--- src/rtl/spi_nslv_regbank.sv ---
// Serial frame decoder fronting NUM_SLV small register files; reads load a
// per-slave DAC output word and stream the register value back on miso.
module spi_nslv_regbank #(
    parameter int unsigned NUM_SLV = 4,
    parameter int unsigned ADDR_W  = 3,
    parameter int unsigned DATA_W  = 8
) (
    input  logic                      sclk,
    input  logic                      reset,
    input  logic                      cs,
    input  logic                      mosi,
    output logic                      miso,
    output logic [NUM_SLV*DATA_W-1:0] dac_op,
    output logic                      frame_done,
    output logic                      addr_err
);

    localparam int unsigned SLV_W  = (NUM_SLV > 1) ? $clog2(NUM_SLV) : 1;
    localparam int unsigned MAX_AS = (SLV_W > ADDR_W) ? SLV_W : ADDR_W;
    localparam int unsigned MAX_F  = (MAX_AS > DATA_W) ? MAX_AS : DATA_W;
    localparam int unsigned CNT_W  = (MAX_F > 1) ? $clog2(MAX_F) : 1;
    localparam int unsigned NREG   = 1 << ADDR_W;

    typedef enum logic [2:0] {
        S_RW,
        S_SLV,
        S_REG,
        S_WDATA,
        S_RDATA
    } state_t;

    state_t              state_q, state_d;
    logic [CNT_W-1:0]    cnt_q, cnt_d;
    logic                rw_q, rw_d;
    logic [SLV_W-1:0]    slv_q, slv_d;
    logic [ADDR_W-1:0]   reg_q, reg_d;
    logic [DATA_W-1:0]   data_q, data_d;
    logic [DATA_W-1:0]   rd_shift_q, rd_shift_d;
    logic                miso_d, done_d, err_d;
    logic                wr_en, rd_load, slv_ok;
    logic [DATA_W-1:0]   rd_word;

    logic [DATA_W-1:0]   regs  [NUM_SLV][NREG];
    logic [DATA_W-1:0]   dac_q [NUM_SLV];

    assign slv_ok  = (32'(slv_q) < NUM_SLV);
    assign rd_word = slv_ok ? regs[slv_q][reg_d] : '0;

    // Next-state and field assembly; cs high flushes any partial frame.
    always_comb begin
        state_d    = state_q;
        cnt_d      = cnt_q;
        rw_d       = rw_q;
        slv_d      = slv_q;
        reg_d      = reg_q;
        data_d     = data_q;
        rd_shift_d = rd_shift_q;
        miso_d     = 1'b0;
        done_d     = 1'b0;
        err_d      = 1'b0;
        wr_en      = 1'b0;
        rd_load    = 1'b0;
        if (cs) begin
            state_d    = S_RW;
            cnt_d      = '0;
            rw_d       = 1'b0;
            slv_d      = '0;
            reg_d      = '0;
            data_d     = '0;
            rd_shift_d = '0;
        end else begin
            case (state_q)
                S_RW: begin
                    rw_d    = mosi;
                    cnt_d   = '0;
                    state_d = S_SLV;
                end
                S_SLV: begin
                    slv_d = SLV_W'({slv_q, mosi});
                    if (cnt_q == CNT_W'(SLV_W - 1)) begin
                        cnt_d   = '0;
                        state_d = S_REG;
                    end else begin
                        cnt_d = cnt_q + CNT_W'(1);
                    end
                end
                S_REG: begin
                    reg_d = ADDR_W'({reg_q, mosi});
                    if (cnt_q == CNT_W'(ADDR_W - 1)) begin
                        cnt_d = '0;
                        if (rw_q) begin
                            state_d = S_WDATA;
                        end else begin
                            state_d    = S_RDATA;
                            rd_load    = slv_ok;
                            rd_shift_d = rd_word;
                            miso_d     = rd_word[DATA_W-1];
                        end
                    end else begin
                        cnt_d = cnt_q + CNT_W'(1);
                    end
                end
                S_WDATA: begin
                    data_d = DATA_W'({data_q, mosi});
                    if (cnt_q == CNT_W'(DATA_W - 1)) begin
                        cnt_d   = '0;
                        wr_en   = slv_ok;
                        done_d  = 1'b1;
                        err_d   = !slv_ok;
                        state_d = S_RW;
                    end else begin
                        cnt_d = cnt_q + CNT_W'(1);
                    end
                end
                S_RDATA: begin
                    // Shifted-out word empties exactly as the frame ends, so miso returns to 0.
                    rd_shift_d = rd_shift_q << 1;
                    miso_d     = rd_shift_d[DATA_W-1];
                    if (cnt_q == CNT_W'(DATA_W - 1)) begin
                        cnt_d   = '0;
                        done_d  = 1'b1;
                        err_d   = !slv_ok;
                        state_d = S_RW;
                    end else begin
                        cnt_d = cnt_q + CNT_W'(1);
                    end
                end
                default: state_d = S_RW;
            endcase
        end
    end

    // State, datapath and register-file storage.
    always_ff @(posedge sclk) begin
        if (reset) begin
            state_q    <= S_RW;
            cnt_q      <= '0;
            rw_q       <= 1'b0;
            slv_q      <= '0;
            reg_q      <= '0;
            data_q     <= '0;
            rd_shift_q <= '0;
            miso       <= 1'b0;
            frame_done <= 1'b0;
            addr_err   <= 1'b0;
            for (int s = 0; s < int'(NUM_SLV); s++) begin
                dac_q[s] <= '0;
                for (int r = 0; r < int'(NREG); r++) begin
                    regs[s][r] <= '0;
                end
            end
        end else begin
            state_q    <= state_d;
            cnt_q      <= cnt_d;
            rw_q       <= rw_d;
            slv_q      <= slv_d;
            reg_q      <= reg_d;
            data_q     <= data_d;
            rd_shift_q <= rd_shift_d;
            miso       <= miso_d;
            frame_done <= done_d;
            addr_err   <= err_d;
            if (wr_en) begin
                regs[slv_q][reg_q] <= data_d;
            end
            if (rd_load) begin
                dac_q[slv_q] <= rd_word;
            end
        end
    end

    for (genvar k = 0; k < int'(NUM_SLV); k++) begin : g_dac
        assign dac_op[k*DATA_W +: DATA_W] = dac_q[k];
    end

endmodule
--- config.mk ---
export PLATFORM = sky130hd
export DESIGN_NAME = spi_nslv_regbank
export DESIGN_NICKNAME = d
export VERILOG_FILES = /design/src/rtl/spi_nslv_regbank.sv
export SDC_FILE = /design/constraint.sdc
export NUM_CORES = 1
export LEC_CHECK = 0
export ABC_AREA = 1
export CAP_MARGIN = 5
export CORE_ASPECT_RATIO = 0.6
export CORE_MARGIN = 2
export CORE_UTILIZATION = 30
export DETAILED_ROUTE_END_ITERATION = 7
export GPL_TIMING_DRIVEN = 0
export HOLD_SLACK_MARGIN = 0.08
export PLACE_DENSITY_LB_ADDON = 0.15
export RECOVER_POWER = 25
export SYNTH_ARGS = -nofsm -noshare
export SYNTH_HDL_FRONTEND = slang
export SYNTH_SLANG_ARGS = --single-unit
--- constraint.sdc ---
create_clock -name sclk -period 3 [get_ports sclk]
set_input_delay 0.45 -clock sclk [delete_from_list [all_inputs] [get_ports sclk]]
set_output_delay 0.45 -clock sclk [all_outputs]
set_load 0.02 [all_outputs]
# ---- Word level (Yosys, flattened, before mapping)
# Memories as Yosys holds them, arrays and structs flattened. A register that Yosys moved wholly into a read port is not among the register bits.
# Cells that the tools add are included.
dict set report classes {
  add_sub_neg 1
  multipliers 0
  div_mod_pow 0
  magnitude_cmp 3
  n_eq_ne 11
  n_shift 0
  muxes 47
  bitwise_logic 3
  reduce_logical 11
}
# op n
set op_table {}
lappend op_table {{two-way mux 64 bit} 3}
lappend op_table {{OR reduction 64 bit} 1}
lappend op_table {{two-way mux 8 bit} 6}
lappend op_table {{two-way mux 3 bit} 9}
lappend op_table {{binary-select mux 8 bit (select 3 bit)} 1}
lappend op_table {{demux 8 bit (select 3 bit)} 1}
lappend op_table {{case mux 3 bit (4 select lines)} 2}
lappend op_table {{two-way mux 1 bit} 17}
lappend op_table {{two-way mux 7 bit} 2}
lappend op_table {{case mux 7 bit (2 select lines)} 1}
lappend op_table {{equality test 3 x 2 -> 1 bit, second input constant} 3}
lappend op_table {{greater-or-equal comparator 4 bit, second input constant} 2}
lappend op_table {{two-way mux 2 bit} 4}
lappend op_table {{NOT 3 -> 4 bit} 2}
lappend op_table {{OR reduction 8 bit} 1}
lappend op_table {{equality test 3 x 1 -> 1 bit, second input constant} 2}
lappend op_table {{equality test 3 bit, second input constant} 2}
lappend op_table {{!= test 2 bit, second input constant} 3}
lappend op_table {{AND reduction 3 bit} 2}
lappend op_table {{less-than comparator 4 x 1 -> 1 bit, second input constant} 1}
lappend op_table {{nonzero test 4 bit} 1}
lappend op_table {{OR reduction 2 bit} 2}
lappend op_table {{adder 3 x 1 -> 3 bit, second input constant} 1}
lappend op_table {{zero test 3 bit} 1}
lappend op_table {{other kinds (6)} 6}
dict set report totals {
  ff_bits 29
  latch_bits 0
  ram_bits 288
  mem_bits_ro 0
  input_bits 4
  output_inout_bits 35
  elab_cells 87
  n_memories 2
}
# name depth width rd rd_ports_with_merged_regs wr line_no
set mem_list {}
lappend mem_list {regs 4 64 1 1 4 43} ;# logic [DATA_W-1:0] regs [NUM_SLV][NREG];
lappend mem_list {dac_q 4 8 4 0 4 44} ;# logic [DATA_W-1:0] dac_q [NUM_SLV];

# ---- Depth between registers and ports, before layout
# Gate-level depths: netlist (run 1).
dict set report logic_depth {
  word_depth 10
  ltp_mapped 12
  ltp_nobuf 11
}

# ---- Worst setup path after synthesis (run 1)
# OpenSTA, ideal clock, no wires.
dict set report synth_path {
  path_type {input to register}
  start {in cs}
  end {mem regs[2][16] (netlist bit), enable pin}
  setup_time_ns 0.329
  t_arrival_ns 1.834
  t_required_ns 2.671
  setup_slack_ns 0.837
  path_stages 7
  cell_sequence {nor2_1 inv_1 nor3_4 nand2_4 nor2_4 nand2_4 nand2_1}
}
# element line_no
set synth_lines {}
lappend synth_lines {{start, declared} 10} ;# input logic cs,
lappend synth_lines {{end, declared} 43}

==> results.md, run 1 <==
- GRT overflow: 0
- Drt first pass iters: 8
- Startpoint types: flip-flop
- Final core occ: 35.9%
- Most frequent cells in the layout: nor2_1 (390), nand2_1 (316), edfxtp_1 (288)
- Int Power: 7.80 mW
- Sw Ratio: 25.3%
- Syn Area/Cell: 9.33 um^2
- Min Tclk post-route: 2.88 ns
- Detailed Route Iter0 Violations: 1496
- Initial antenna violation count: 1
- Critical Path End Type: flip-flop
- Most common cell after layout, fill and taps aside: nor2_1
- WHS Path Cells: 2
- Hold path start: rd_shift_q[0]
- Fin cells: 2326
- Cell variety after synth: 30
- Hold crit path type: reg2reg
- Status: complete, no violations
- CTS clk-pin slew, worst paths: roughly 0.060 ns
- Dpl cells: 2263
- Post-synthesis sequential element count: 319
- Max H-tree Level: 2
- Critical Path Fanout Max: 10
- WL/cell: 24.6 um
- Worst EP arrival: 3.16 ns
- Logic pwr share: 9.3%
- Die area: 51200 um^2
- Max-Cap Viols: 0
- Layout cells sized above 1: between 10% and 20%
- Vias in the first global route: 10900
- Syn nets: 1594
- Reg-to-reg slack, setup: 0.12 ns
- Pwr dens: 603 nW/um^2
- Root Buffer: clkbuf_16
- Final #Nets: 1669
- Area Growth Syn to Fin: 17.0%
- Clock buffer depth: 3
- CTS tree: built
- Global-route usage over all layers: 22.3%
- Hold Vio Cnt, Final: 0
- TritonCTS buffer count: 34
- Core ar.: between 40000 and 50000 um^2
- Post-Syn Instances: 1586
- R2R Path End: dac_q[1][7]
- P_leak: 6.75 nW
- Total negative slack: 0 ns
- Setup Viol. Count Final: 0
- Clk Latency, worst-skew pair: 0.54 ns
- Worst EP required: about 3.3 ns
- Worst-case reg-to-reg path depth: 11
- Die height: 176 um
- Die W: 291 um
- Hold EP: rd_shift_q[0]
- Peak Freq: 0.347 GHz
- Initial cell density of the core: between 30% and 40%
- Row count: 62
- CP Class: reg2reg
- Post-DP HPWL: 41300 um
- Routability cong.: 0.968
- Via/cell ratio: 5.06
- DRT Wirelength: 57200 um
- First-pass GRT wire length: 79700 um
- Main area contributors after synthesis: edfxtp_1 (58%), nor2_1 (9.9%), nand2_1 (9.0%)
- Final period utilization: a little over nine tenths
- DRC viols: 0
- Clk_skew: 0.0141 ns
- Synth warn: 0
- Largest net degree at the start of global routing: 15
- Sinks on Clock Net: 319
- # IOs: 39
- Vias: 11800
- Post-route ant nets: 0
- VDD IR max: 0.000349 V
- Worst slew pin tran: between 1 and 1.5 ns
- Sequential share of power: 48.0%
- Total power: 10.4 mW
- Yosys top cell area share: 58.5%
- Syn Std Cell Area: roughly 15000 um^2
- Sequential area share after synthesis: 62.7%
- Diode count: 0
- Dominant cell type by area after synthesis: edfxtp_1
- Switch Pwr: 2.65 mW
- Pins Over Slew Limit: 0
- Clock share of power: 42.7%
- I/O Buffers: 37
- Max_slew headroom: 18.8%
==> metal layers <==
layer | track usage (%) | vias up | wire length, um
met3 | 7.33 | 90 | 6770
met5 | 0 | - | 0
met1 | 34.8 | 5766 | 27600
li1 | - | 5332 | -
met4 | 5.72 | 0 | 1450
met2 | 28.7 | 593 | 21300
==> critical path: stages, from the launching register on <==
cell      delay (ns)
dfxtp_1         0.29
clkbuf_1        0.16
clkinv_1        0.13
clkbuf_1        0.54
buf_2           0.45
nand3_1         0.21
nand2_1         0.16
nand2_1         0.07
nand3_1         0.08
nand3_1         0.22
nand2_2         0.24
nor2_1          0.07
==> cells in the mapped netlist (all sizes together) <==
master	n
nor2	404
nand2	390
edfxtp	288
nand3	139
inv	126
clkbuf	65
o21ai	62
dfxtp	31
a21oi	30
buf	16
nand4	8
nor3	7
a21boi	6
ha	4
clkinv	3
a211oi	2
a22oi	1
a2bb2oi	1
conb	1
o211ai	1
o31ai	1
==> logic make-up after synthesis <==
logic type | share of synthesized area [%]
compound gates | 3.73
other cells | 0.0253
fa+ha+maj | 0.338
simple gates | 27.8
flops | 62.7
buf+inv | 5.46
==> state kept, by name, indices dropped and copies added, names as in the netlist, named ones only <==
| signal | flops |
|---|---|
| state_q | 3 |
| dac_q | 32 |
| frame_done | 1 |
| cnt_q | 3 |
| slv_q | 2 |
| miso | 1 |
| rd_shift_q | 7 |
| reg_q | 3 |
| rw_q | 1 |
| regs | 256 |
| data_q | 8 |
==> worst max-delay path by stage <==
stage	depth (start not counted)	startpoint	slack, ns	to
global placement	8	cs	-0.61	regs[0][24]
floorplan	7	cs	0.84	regs[2][16]
global route	8	state_q[1]	-0.02	regs[0][53]
detailed placement	5	reset	-0.57	regs[1][39]
finish	11	flip-flop	0.12	dac_q[1][7]
CTS	6	state_q[1]	-0.004	regs[1][38]
==> stage by stage <==
| stage | setup slack, ns | hold WS, ns | cell area [um^2] |
|---|---|---|---|
| 2_1_floorplan | 0.837 | 0.442 | 14800 |
| 3_3_place_gp | -0.607 | 0.473 | 16000 |
| 3_5_place_dp | -0.566 | 0.477 | 16000 |
| 4_1_cts | -0.00384 | 0.487 | 17200 |
| 5_1_grt | -0.0172 | 0.514 | 17300 |
| 6_report | 0.117 | 0.484 | 17300 |
==> timing repair <==
action,4_1_cts,5_1_grt
setup buffers,0,2
gates resized for setup,30,92
hold buffers,0,0
gates cloned,0,0
pin swaps,0,1
setup endpoints to repair,222,406
==> cell type report <==
cell class / count / area (um^2)
Fill cell: 4942 / 30900
Sequential cell: 319 / 9270
Multi-Input combinational cell: 1057 / 4840
Clock buffer: 47 / 973
Tap cell: 640 / 801
Inverter: 129 / 488
Buffer: 81 / 387
Timing Repair Buffer: 39 / 385
Clock inverter: 14 / 171
==> power by group through the flow <==
stage,registers (mW),clock network [mW],logic [mW]
2_1_floorplan,5.11,0,0.498
3_3_place_gp,5.11,0,0.928
3_5_place_dp,5.11,0,0.929
4_1_cts,5.01,4.51,0.935
5_1_grt,5.02,4.68,1.03
6_report,5.01,4.46,0.973
No activity file was read; power rests on OpenSTA's default activity.
==> inputs of run 2 (changes only) <==
--- a/config.mk
+++ b/config.mk
@@ -8,7 +8,7 @@
 export ABC_AREA = 1
 export CAP_MARGIN = 5
 export CORE_ASPECT_RATIO = 0.6
-export CORE_MARGIN = 2
+export CORE_MARGIN = 1.5
 export CORE_UTILIZATION = 30
 export DETAILED_ROUTE_END_ITERATION = 7
 export GPL_TIMING_DRIVEN = 0
==> run 2 against run 1 <==
Effect of this change:
- critical path depth is 5 lower
- clock-buffer cell count fell by 2
- final area down 1.0%
- worst setup slack worse by 0.063 ns
- clock power decreased by 4%
- cell count decreased by 0.13%
- critical path type unchanged
- critical endpoint is now regs[0][25]
- largest cell class unchanged
==> results.md, run 2 (synthesis results as in run 1) <==
- Global-route usage over all layers: 22.5%
- Max reg flops: 256
- Die W: 290 um
- Regs by FF count: regs (256), dac_q (32), data_q (8)
- Clock buffer depth: 3
- CP Class: reg2reg
- Area Growth Syn to Fin: 15.9%
- Worst EP required: 3.26 ns
- Final instance area: 17100 um^2
- Startpoint types: flip-flop
- Core ar.: 48300 um^2
- Detailed Route Iter0 Violations: 1570
- RR Startpoint: state_q[1]
- Row count: 62
- Initial antenna violation count: 2
- Clk_skew: 0.0221 ns
- Worst path slowest cell: o21ai_1
- Placement Cell Area: 16000 um^2
- Diode count: 0
- GRT overflow: 0
- Most common cell on crit path: inv_2
- Post-route setup slack: 0.0543 ns
- Register area: approximately 9000 um^2
- Via/cell ratio: 5.10
- Routability cong.: about 0.93
- Pins Over Slew Limit: 0
- Vias: 11800
- Hold path start: rd_shift_q[0]
- Most flop-heavy register: regs
- First-pass GRT wire length: 80000 um
- Clk Latency, worst-skew pair: 0.54 ns
- Root Buffer: clkbuf_16
- RSZ-0062 raised after global routing: false
- Critical Path End Type: flip-flop
- Setup slack at placement: -0.596 ns
- Post-DP HPWL: slightly above 40000 um
- WL/cell: 24.4 um
- Critical Path Fanout Max: 10
- Hold crit path type: reg2reg
- Hold Vio Cnt, Final: 0
- Worst slew pin tran: 1.19 ns
- Final #Nets: 1667
- P_leak: 6.71 nW
- Max-Cap Viols: 0
- Cts hold-fix bufs: 0
- I/O Buffers: 37
- Hold slack: 0.491 ns
- VDD IR max: 0.000386 V
- Fillcell total: 4907
- Die height: 175 um
- Worst EP arrival: 3.20 ns
- Final core occ: approximately 36%
- Max_slew headroom: between 20% and 30%
- Largest net degree at the start of global routing: 15
- CTS clk-pin slew, worst paths: around 0.06 ns
- Post-route ant nets: 0
- DRT Wirelength: 56600 um
- Pwr dens: 599 nW/um^2
- Crit path largest cell delay: ~0.75 ns
- CP startpoint: state_q[1]
- Setup Viol. Count Final: 0
- # IOs: 39
- Min Tclk post-route: 2.95 ns
- Drt first pass iters: 6
- Initial cell density of the core: between 30% and 40%
- CTS tree: built
- Layout cells sized above 1: under 10%
- Status: complete, no violations
- Total power: just over 10 mW
- Vias in the first global route: 11000
- Max H-tree Level: 2
- Peak Freq: 0.339 GHz
- Most common cell after layout, fill and taps aside: nor2_1
- Most frequent cells in the layout: nor2_1 (390), nand2_1 (347), edfxtp_1 (288)
- Sinks on Clock Net: 319
- Crit path cell chain: inv_2 -> nor3_4 -> inv_2 -> o21ai_1 -> clkbuf_2 -> nor2_1
- DRC viols: 0
- TritonCTS buffer count: 34
- Final period utilization: approximately 98%
- Die area: a little over 50000 um^2
- Area of the multi-input gates: around 4700 um^2
## run 2: changes by cell type in the layout (fill, tap and decap cells not counted), moves of 3 or more
| cell | before | now |
|---|---|---|
| nand2_2 | 43 | 13 |
| clkbuf_1 | 33 | 39 |
| clkbuf_2 | 41 | 31 |
| clkinv_1 | 8 | 4 |
| clkinv_2 | 2 | 10 |
| bufinv_16 | 4 | 1 |
| nand2_1 | 316 | 347 |
## run 2: path summary, 6_finish.rpt
check	end	slack [ns]	cells after the start
min	rd_shift_q[0]	0.49	2
min reg2reg	rd_shift_q[0]	0.49	2
max	regs[0][25]	0.05	6
max reg2reg	regs[0][25]	0.05	6
## run 2: what timing repair did
action | in CTS | in global routing
setup endpoints to repair | 145 | 503
buffers inserted | 0 | 1
pin swaps | 0 | 1
resized for setup | 22 | 38
hold endpoints to repair | 0 | 0
## run 2: area by class of cell
cell class | instances | area share, %
sequential | 319 | 54.1
multi-input combinational | 1057 | 27.7
clock buffer | 45 | 5.75
tap | 640 | 4.67
inverter | 129 | 2.85
timing repair buffer | 38 | 2.20
buffer | 80 | 2.13
clock inverter | 15 | 0.628
## run 2: per-stage QoR
stage | instances | setup TNS [ns]
finish | 2323 | 0
detailed placement | 2263 | -202.65
global placement | 2263 | -198.41
floorplan | 1586 | 0
CTS | 2322 | 0
global route | 2323 | 0
## run 2: worst max-delay path, delay by kind of cell (launching register included)
kind	cells	cell delay [ns]
buf+inv	3	0.92
simple gates	2	0.50
flops	1	0.47
compound gates	1	0.75
## run 2: routing by layer
metal  global-route usage (%)  vias to the layer above  wire (um)
li1                         -                     5326          -
met1                     37.6                     5856      27800
met2                     29.4                      599      21800
met3                     4.32                       65       6150
met4                     3.45                        0        879
met5                        0                        -          0
## run 2: power breakdown
| part | switching, mW | leakage [nW] | internal [mW] |
|---|---|---|---|
| Clock | 1.88 | 0.550 | 2.41 |
| Combinational | 0.750 | 2.93 | 0.207 |
| Sequential | 0.0474 | 3.22 | 4.97 |
==> inputs of run 3 (changes only) <==
--- a/config.mk
+++ b/config.mk
@@ -8,13 +8,14 @@
 export ABC_AREA = 1
 export CAP_MARGIN = 5
 export CORE_ASPECT_RATIO = 0.6
-export CORE_MARGIN = 1.5
-export CORE_UTILIZATION = 30
+export CORE_MARGIN = 4
+export CORE_UTILIZATION = 62
 export DETAILED_ROUTE_END_ITERATION = 7
 export GPL_TIMING_DRIVEN = 0
 export HOLD_SLACK_MARGIN = 0.08
 export PLACE_DENSITY_LB_ADDON = 0.15
 export RECOVER_POWER = 25
+export SKIP_CTS_REPAIR_TIMING = 1
 export SYNTH_ARGS = -nofsm -noshare
 export SYNTH_HDL_FRONTEND = slang
 export SYNTH_SLANG_ARGS = --single-unit
==> run 3 against run 2 <==
Effect of this change:
- the run now ends with setup timing left
- register-to-register slack worse by 0.06 ns
- sequential power about the same
- largest power group unchanged
- non-clock buffer count up 1
- critical path type unchanged
==> results.md, run 3 (synthesis results as in run 1) <==
- Status: complete, but fails checks
- Violated checks: setup timing
- Row count: 43
- Total power: about 9.5 mW
- Hold Vio Cnt, Final: 0
- Pins Over Slew Limit: 0
- Clk_skew: 0.0247 ns
- Total negative slack: -0.00376 ns
- Die W: between 200 and 250 um
- WHS Path Cells: 2
- Via/cell ratio: 6.05
- Vias in the first global route: 10700
- Largest net degree at the start of global routing: 16
- CP Class: reg2reg
- Diode count: 0
- Peak Freq: 0.333 GHz
- Vias: 12100
- VDD IR max: ~0.00045 V
- Startpoint types: flip-flop
- Core ar.: 23300 um^2
- Regs by FF count: regs (256), dac_q (32), data_q (8)
- Die height: 128 um
- GRT overflow: 0
- Die area: roughly 26000 um^2
- Hold slack: 0.471 ns
- I/O Buffers: 37
- Max H-tree Level: 1
- Post-route ant nets: 0
- Post-route setup slack: -0.00188 ns
- Layout cells sized above 1: 8.05%
- Worst slew pin tran: 1.23 ns
- Sinks on Clock Net: 319
- Final period utilization: 100%
- Max-Cap Viols: 0
- # IOs: 39
- Drt first pass iters: 6
- CTS clk-pin slew, worst paths: approximately 0.07 ns
- Critical Path Fanout Max: 10
- Hold crit path type: reg2reg
- Clock buffer depth: 3
- Worst EP arrival: 3.29 ns
- Logic pwr share: 9.8%
- Min Tclk post-route: approximately 3.0 ns
- Area Growth Syn to Fin: 11.7%
- Final #Nets: around 1700
- DRT Wirelength: 49300 um
- P_leak: 6.57 nW
- Setup Viol. Count Final: 2
- Max reg flops: 256
- Sequential share of power: about 53%
- CTS tree: built
- Initial cell density of the core: 63.5%
- Setup slack at placement: -0.479 ns
- Clk Latency, worst-skew pair: 0.57 ns
- DRC viols: 0
- Switch Pwr: 2.43 mW
- RSZ-0062 raised after global routing: false
- Critical Path End Type: flip-flop
- Worst-case reg-to-reg path depth: 6
- TritonCTS buffer count: 29
- Most frequent cells in the layout: nor2_1 (391), nand2_1 (351), edfxtp_1 (288)
- Detailed Route Iter0 Violations: 2275
- Pwr dens: 576 nW/um^2
- Root Buffer: clkbuf_16
- First-pass GRT wire length: 69900 um
- Max_slew headroom: 17.6%
- Most common cell after layout, fill and taps aside: nor2_1
- Routability cong.: 1.07
- Sw Ratio: approximately 26%
- Initial antenna violation count: 0
- Clock share of power: 37.5%
- Post-DP HPWL: 34700 um
- Worst EP required: roughly 3.3 ns
- Int Power: slightly above 7 mW
- Most flop-heavy register: regs
- WL/cell: 24.7 um
- Global-route usage over all layers: 36.5%
-- run 3: worst paths after layout --
path / startpoint / to / slack [ns]
setup / recovery: state_q[1] / regs[3][22] / -0.002
hold / removal: rd_shift_q[6] / miso / 0.47
setup reg to reg: state_q[1] / regs[3][22] / -0.002
hold reg to reg: rd_shift_q[6] / miso / 0.47
-- run 3: cell type report --
| class | count | area (um^2) |
|---|---|---|
| clock buffer | 39 | 816 |
| sequential | 319 | 9270 |
| clock inverter | 15 | 78.8 |
| buffer | 81 | 353 |
| tap | 315 | 394 |
| inverter | 129 | 484 |
| timing repair buffer | 38 | 375 |
| fill | 1744 | 6780 |
| multi-input combinational | 1057 | 4750 |
-- run 3: power by group through the flow --
stage                     Combinational, mW  Sequential, mW  Clock (mW)
final                                 0.929            5.01        3.57
after global routing                  0.966            5.02        3.74
after CTS                             0.877            5.01        3.53
after detailed placement              0.871            5.11           0
after global placement                0.862            5.10           0
after floorplan                       0.498            5.11           0
-- run 3: critical path, stage by stage, from the launching register on --
cell and delay [ns]:
dfxtp_1 0.44, inv_2 0.08, nor3_4 0.39, inv_2 0.20, o21ai_2 0.71, clkbuf_1 0.77, nor2_1 0.14
-- run 3: layer usage --
metal / global-route usage [%] / up-vias / share of wire (%)
met5: 0 / - / 0
met4: 12.4 / 0 / 3.7
met3: 15.1 / 120 / 19
met2: 48.4 / 1020 / 39
met1: 54.4 / 5608 / 38
li1: - / 5318 / -
-- run 3: stage by stage --
step / cell area (um^2) / instances / util, %
6_report: 16500 / 1993 / 70.9
5_1_grt: 16500 / 1993 / 70.9
3_3_place_gp: 15600 / 1938 / 66.8
2_1_floorplan: 14800 / 1586 / -
3_5_place_dp: 15600 / 1938 / 66.8
4_1_cts: 16500 / 1992 / 70.6
